File: config.mk
export PLATFORM = sky130hd
export DESIGN_NAME = cad_serial_result_rx
export DESIGN_NICKNAME = d
export VERILOG_FILES = /design/src/rtl/cad_serial_result_rx.sv
export SDC_FILE = /design/constraint.sdc
export NUM_CORES = 1
export LEC_CHECK = 0
export CAP_MARGIN = 5
export CORE_MARGIN = 4
export CORE_UTILIZATION = 43
export CTS_CLUSTER_SIZE = 14
export DETAILED_ROUTE_END_ITERATION = 10
export MAX_ROUTING_LAYER = met4
export PLACE_DENSITY_LB_ADDON = 0.15
export SLEW_MARGIN = 20
export SYNTH_ARGS = -nofsm -noshare
export SYNTH_HDL_FRONTEND = slang
export SYNTH_SLANG_ARGS = --single-unit
export TNS_END_PERCENT = 5
File: constraint.sdc
create_clock -name clk -period 2.3 [get_ports clk]
set_input_delay 0.345 -clock clk [delete_from_list [all_inputs] [get_ports clk]]
set_output_delay 0.345 -clock clk [all_outputs]
set_load 0.01 [all_outputs]
File: src/rtl/cad_serial_result_rx.sv
// Receive side of the CAD serial result link: assembles LSB-first words from a
// 1-bit stream, buffers them in a small FIFO and flags framing/overflow errors.
module cad_serial_result_rx #(
  parameter int unsigned WORD_W     = 20,
  parameter int unsigned FIFO_DEPTH = 4,
  parameter int unsigned LEN_W      = 10
) (
  input  logic              clk,
  input  logic              rst_n,
  input  logic              out_valid,
  input  logic              out_value,
  input  logic [LEN_W-1:0]  frame_len,
  output logic [WORD_W-1:0] word_data,
  output logic              word_last,
  output logic              word_valid,
  input  logic              word_ready,
  output logic              err_valid,
  output logic [1:0]        err_code,
  output logic              busy
);

  localparam int unsigned BIT_W = $clog2(WORD_W);
  localparam int unsigned PTR_W = (FIFO_DEPTH > 1) ? $clog2(FIFO_DEPTH) : 1;
  localparam int unsigned CNT_W = PTR_W + 1;
  localparam int unsigned LW1   = LEN_W + 1;

  typedef enum logic {
    ST_IDLE,
    ST_RECV
  } state_t;

  state_t r_state;
  state_t w_state_nxt;

  logic [BIT_W-1:0]  r_bit_cnt;
  logic [LEN_W-1:0]  r_word_cnt;
  logic [LEN_W-1:0]  r_len;
  logic [WORD_W-2:0] r_shift;

  logic [WORD_W-1:0] r_mem_data [FIFO_DEPTH];
  logic              r_mem_last [FIFO_DEPTH];
  logic [PTR_W-1:0]  r_wr_ptr;
  logic [PTR_W-1:0]  r_rd_ptr;
  logic [CNT_W-1:0]  r_count;
  logic [WORD_W-1:0] r_word_data;
  logic              r_word_last;
  logic              r_word_valid;
  logic              r_err_valid;
  logic [1:0]        r_err_code;

  logic              w_bit_sample;
  logic              w_word_done;
  logic              w_excess;
  logic              w_full;
  logic              w_pop;
  logic              w_push;
  logic              w_last;
  logic [WORD_W-1:0] w_word;
  logic              w_err_set;
  logic [1:0]        w_err_code;
  logic [CNT_W-1:0]  w_count_nxt;
  logic [PTR_W-1:0]  w_rd_nxt;

  assign w_word_done = (r_state == ST_RECV) & out_valid &
                       (r_bit_cnt == BIT_W'(WORD_W - 1));
  assign w_word      = {out_value, r_shift};
  assign w_excess    = (r_word_cnt >= r_len);
  assign w_full      = (r_count == CNT_W'(FIFO_DEPTH));
  assign w_pop       = r_word_valid & word_ready;
  // A full FIFO still accepts a word when the head leaves in the same cycle.
  assign w_push      = w_word_done & ~w_excess & (~w_full | w_pop);
  assign w_last      = (LW1'(r_word_cnt) + LW1'(1)) == LW1'(r_len);
  assign w_rd_nxt    = r_rd_ptr + PTR_W'(1);

  always_ff @(posedge clk) begin
    if (rst_n) r_state <= ST_IDLE;
    else       r_state <= w_state_nxt;
  end

  always_comb begin
    w_state_nxt  = r_state;
    w_bit_sample = 1'b0;
    w_err_set    = 1'b0;
    w_err_code   = 2'd0;
    case (r_state)
      ST_IDLE: begin
        if (out_valid) begin
          w_state_nxt  = ST_RECV;
          w_bit_sample = 1'b1;
        end
      end
      ST_RECV: begin
        if (out_valid) begin
          w_bit_sample = 1'b1;
          if (w_word_done && !w_push) begin
            w_err_set  = 1'b1;
            w_err_code = 2'd3;
          end
        end else begin
          w_state_nxt = ST_IDLE;
          if (r_bit_cnt != '0) begin
            w_err_set  = 1'b1;
            w_err_code = 2'd1;
          end else if (r_word_cnt < r_len) begin
            w_err_set  = 1'b1;
            w_err_code = 2'd2;
          end
        end
      end
      default: w_state_nxt = ST_IDLE;
    endcase
  end

  // Deserializer; word_cnt saturates so an endless frame stays "excess".
  always_ff @(posedge clk) begin
    if (rst_n) begin
      r_bit_cnt  <= '0;
      r_word_cnt <= '0;
      r_len      <= '0;
      r_shift    <= '0;
    end else if (w_bit_sample) begin
      if (r_state == ST_IDLE) begin
        r_len      <= frame_len;
        r_shift    <= (WORD_W-1)'(out_value);
        r_bit_cnt  <= BIT_W'(1);
        r_word_cnt <= '0;
      end else if (w_word_done) begin
        r_bit_cnt <= '0;
        if (r_word_cnt != '1) r_word_cnt <= r_word_cnt + LEN_W'(1);
      end else begin
        r_shift[r_bit_cnt] <= out_value;
        r_bit_cnt          <= r_bit_cnt + BIT_W'(1);
      end
    end
  end

  always_ff @(posedge clk) begin
    if (w_push) begin
      r_mem_data[r_wr_ptr] <= w_word;
      r_mem_last[r_wr_ptr] <= w_last;
    end
  end

  always_comb begin
    w_count_nxt = r_count;
    case ({w_push, w_pop})
      2'b10:   w_count_nxt = r_count + CNT_W'(1);
      2'b01:   w_count_nxt = r_count - CNT_W'(1);
      default: w_count_nxt = r_count;
    endcase
  end

  // Head register only moves on a pop or on a push into an empty FIFO.
  always_ff @(posedge clk) begin
    if (rst_n) begin
      r_wr_ptr     <= '0;
      r_rd_ptr     <= '0;
      r_count      <= '0;
      r_word_data  <= '0;
      r_word_last  <= 1'b0;
      r_word_valid <= 1'b0;
    end else begin
      if (w_push) r_wr_ptr <= r_wr_ptr + PTR_W'(1);
      if (w_pop)  r_rd_ptr <= w_rd_nxt;
      r_count      <= w_count_nxt;
      r_word_valid <= (w_count_nxt != '0);
      if (w_pop) begin
        if (r_count > CNT_W'(1)) begin
          r_word_data <= r_mem_data[w_rd_nxt];
          r_word_last <= r_mem_last[w_rd_nxt];
        end else if (w_push) begin
          r_word_data <= w_word;
          r_word_last <= w_last;
        end
      end else if (w_push && (r_count == '0)) begin
        r_word_data <= w_word;
        r_word_last <= w_last;
      end
    end
  end

  always_ff @(posedge clk) begin
    if (rst_n) begin
      r_err_valid <= 1'b0;
      r_err_code  <= 2'd0;
    end else begin
      r_err_valid <= w_err_set;
      if (w_err_set) r_err_code <= w_err_code;
    end
  end

  assign word_data  = r_word_data;
  assign word_last  = r_word_last;
  assign word_valid = r_word_valid;
  assign err_valid  = r_err_valid;
  assign err_code   = r_err_code;
  assign busy       = (r_state == ST_RECV);

endmodule

==> flow_summary.rst <==
.. list-table::
   :header-rows: 1

   * - Metric
     - Value
   * - Max-slew violations
     - 0
   * - Kind of start point of the critical path
     - flip-flop
   * - Nets
     - 739
   * - Endpoint of the worst-slack reg-to-reg timing path
     - word_valid
   * - Final Skew
     - around 0.0082 ns
   * - Setup repair after global routing missed its margin
     - true
   * - Number of synthesis warnings
     - 0
   * - Clock tree from TritonCTS
     - done
   * - Pin count of the biggest net entering global routing
     - 43
   * - Wire length per cell after detailed routing
     - ~17 µm
   * - Transition at the pin with the smallest max-transition slack
     - 0.460 ns
   * - Beginning of the worst hold path
     - rst_n
   * - Sequential share of the synthesized area
     - 0.571
   * - Pwr Density
     - 832 mW/mm²
   * - Die area
     - approximately 0.019 mm²
   * - Part of the cycle the worst path needs
     - 0.996
   * - Maximum clock insertion buffer count
     - 2
   * - Global-route usage over all layers
     - 0.180
   * - Maximum net fanout on the critical path
     - 4
   * - Hold Fails Final Rpt
     - 0
   * - Number of instances on the worst hold path
     - 2
   * - Worst-path clk slew
     - 0.06 ns
   * - Static Leak
     - 3.25 nW
   * - Overall power after layout
     - around 7.5 mW
   * - Syn Inst Count
     - between 600 and 700
   * - Fmax
     - about 440 MHz
   * - Detailed-route wire length
     - 15600 µm
   * - Largest vdd supply drop
     - 0.000587 V
   * - Depth of the worst register-to-register path
     - 9
   * - Finish-stage setup viols
     - 0
   * - Vias after detailed routing
     - 4884
   * - Antenna Diode Count
     - 0
   * - Count of cell types in the netlist
     - between 50 and 60
   * - Initial cell density of the core
     - 0.443
   * - DRC marker count from the first detailed-route iteration
     - 280
   * - Skew-Pair Late Insertion Delay
     - roughly 0.42 ns
   * - CP endpoint kind
     - flip-flop
   * - Congestion Overflow GR
     - 0
   * - Worst endpoint required time
     - 2.61 ns
   * - Post-synthesis area per instance
     - about 12 µm²
   * - Leading cell types in the layout, fill and taps excluded
     - edfxtp_1 (84), a21oi_1 (68), dfxtp_1 (65)
   * - Clock H-tree levels
     - 4
   * - Count of nets left with antenna violations after detail routing
     - 0
   * - Most frequent standard cell in the layout excluding fill and tap cells
     - edfxtp_1
   * - Run status
     - complete, no violations
   * - Last weighted congestion value of the routability-driven placer
     - roughly 0.87
   * - Netlist Area Pre-Place
     - around 0.007 mm²
   * - Router iterations before antenna repair
     - 4
   * - Hold Path Class
     - in -> reg
   * - Floorplan die height
     - around 140 µm
   * - Final core occ
     - 0.560
   * - Startpoint of the most critical setup path
     - r_len[5]
   * - CP arrival
     - 2.60 ns
   * - Number of sinks driven by the clock tree
     - 161
   * - Worst slack on hold paths
     - between 0.2 and 0.25 ns
   * - Origin of the critical flop-to-flop path
     - r_len[5]
   * - Internal reg-to-reg setup slack
     - 0.009 ns
   * - Endpoint, Worst Hold
     - r_wr_ptr[1]
   * - Worst max-slew margin expressed relative to the limit
     - 0.692
   * - Period minus WS final
     - around 2.3 ns
   * - Post-cts hold buffer count
     - 0
   * - PortBufs
     - 40
   * - Root buffer cell
     - clkbuf_16
   * - Max-cap violation count
     - 0
   * - Main flop type after synthesis
     - edfxtp_1
   * - Standard-cell rows
     - between 40 and 50
   * - Vias per inst
     - between 5 and 6
   * - TritonCTS Buffers
     - 17
   * - Number of flops mapped to enable cells by yosys
     - 84
   * - Layout overhead on the synthesized area
     - 26.4%
   * - DRC Markers
     - 0
   * - I/O Pins
     - slightly above 40
   * - Initial antenna violation count
     - 0
   * - Critical path class
     - reg -> reg
   * - Asr flop ratio synth
     - 0
   * - Die X
     - 137 µm
   * - Global-route wire length before repair
     - about 25000 µm
   * - Post-synthesis sequential element count
     - ~160
   * - Floorplan Core Area
     - 0.0161 mm²
   * - Fraction of layout cells with a size suffix above 1
     - 0.232
   * - Synthesized netlist net count
     - approximately 650
   * - Placed wire-length estimate after detailed placement
     - slightly above 10000 µm
   * - Via count of the first global-routing pass
     - between 4000 and 5000
==> where the power goes <==
group | internal [mW] | switching, mW | leakage, nW
clock network | 1.81 | 1.13 | 0.296
registers | 3.14 | 0.0991 | 1.39
logic | 0.654 | 0.650 | 1.57
==> registers in the layout, indices dropped and copies added (netlist names) <==
signal / cells
busy: 1
err_code: 2
err_valid: 1
r_bit_cnt: 5
r_count: 3
r_len: 10
r_mem_data: 80
r_mem_last: 4
r_rd_ptr: 2
r_shift: 19
r_word_cnt: 10
r_wr_ptr: 2
word_data: 20
word_last: 1
word_valid: 1
==> kinds of logic (layout without fill, tap and decap cells) <==
family / count (synthesis) / in the layout / share of synthesized area
AND/OR/NAND/NOR: 165 / 165 / 0.109
AO/OA/AOI/OAI: 140 / 140 / 0.118
buffers and inverters: 58 / 159 / 0.0339
multiplexers: 46 / 46 / 0.102
adder cells (fa/ha/maj): 23 / 23 / 0.0404
flip-flops: 161 / 161 / 0.571
XOR/XNOR: 20 / 20 / 0.0246
==> synthesized netlist by cell type (2+ instances only) <==
| library cell | n | area, µm² |
|---|---|---|
| a21oi_1 | 69 | 345 |
| and3_2 | 4 | 30.0 |
| buf_2 | 7 | 35.0 |
| nor4_1 | 2 | 12.5 |
| nand2b_1 | 5 | 31.3 |
| buf_1 | 2 | 7.51 |
| nand3b_1 | 2 | 15.0 |
| inv_1 | 26 | 97.6 |
| nand2_1 | 65 | 244 |
| nor2b_1 | 5 | 31.3 |
| nand3_1 | 9 | 45.0 |
| xor2_1 | 7 | 61.3 |
| nor2_1 | 46 | 173 |
| and2_4 | 2 | 17.5 |
| clkbuf_1 | 21 | 78.8 |
| buf_6 | 2 | 22.5 |
| o21ai_0 | 32 | 160 |
| edfxtp_1 | 84 | 2520 |
| mux4_2 | 21 | 473 |
| dfxtp_1 | 77 | 1540 |
| xnor2_1 | 13 | 114 |
| and2_1 | 7 | 43.8 |
| a211oi_1 | 23 | 173 |
| a221oi_2 | 2 | 30.0 |
| nor3_1 | 7 | 35.0 |
| or3_1 | 2 | 12.5 |
| ha_1 | 23 | 288 |
| o21ai_1 | 2 | 10.0 |
| mux2i_1 | 23 | 230 |
==> layout make-up <==
cell class | count | area, µm²
flip-flops and latches | 161 | 4080
repair buffers | 101 | 958
clock inverters | 14 | 189
inverters | 26 | 97.6
multi-input cells | 394 | 2970
well taps | 216 | 270
fillers | 1331 | 7060
clock buffers | 18 | 429
==> per-stage QoR <==
step                      setup TNS, ns  instances  instance area [µm²]  setup slack [ns]
after floorplan                 -0.0534        613                 7160           -0.0534
after global placement          -0.0500        894                 8210           -0.0500
after detailed placement          -1.74        894                 8210            -0.122
after CTS                       -0.0249        928                 8870           -0.0249
after global routing            -0.0980        930                 9000           -0.0729
final                                 0        930                 9000           0.00918
==> worst max-delay path: stages (launching register included) <==
cell and delay [ns]:
dfxtp_2 0.33, inv_2 0.04, ha_4 0.26, nand4_1 0.16, o311a_1 0.35, and2_4 0.16, and2_4 0.15, a32oi_2 0.17
mux2_4 0.32, a211o_1 0.23
==> metal layers <==
metal  wire length [µm]  global-route usage
met5                  0                   -
met4                301              0.0728
met3                672              0.0401
met2               7560               0.286
met1               7090               0.224
==> worst max path at each step <==
stage          depth (start not counted)    endpoint  slack [ns]
3_3_place_gp                           9  word_valid       -0.05
2_1_floorplan                         10  word_valid       -0.05
3_5_place_dp                           9  word_valid       -0.12
4_1_cts                               10  word_valid       -0.02
6_report                               9  word_valid       0.009
5_1_grt                                9  word_valid       -0.07
==> repair_timing <==
| item | in CTS | in global routing |
|---|---|---|
| setup buffers | 2 | 1 |
| endpoints found under the setup margin | 4 | 119 |
| gates cloned | 0 | 1 |
| pin swaps | 7 | 4 |
| gates resized for setup | 8 | 18 |
No activity file was read; power rests on OpenSTA's default activity.
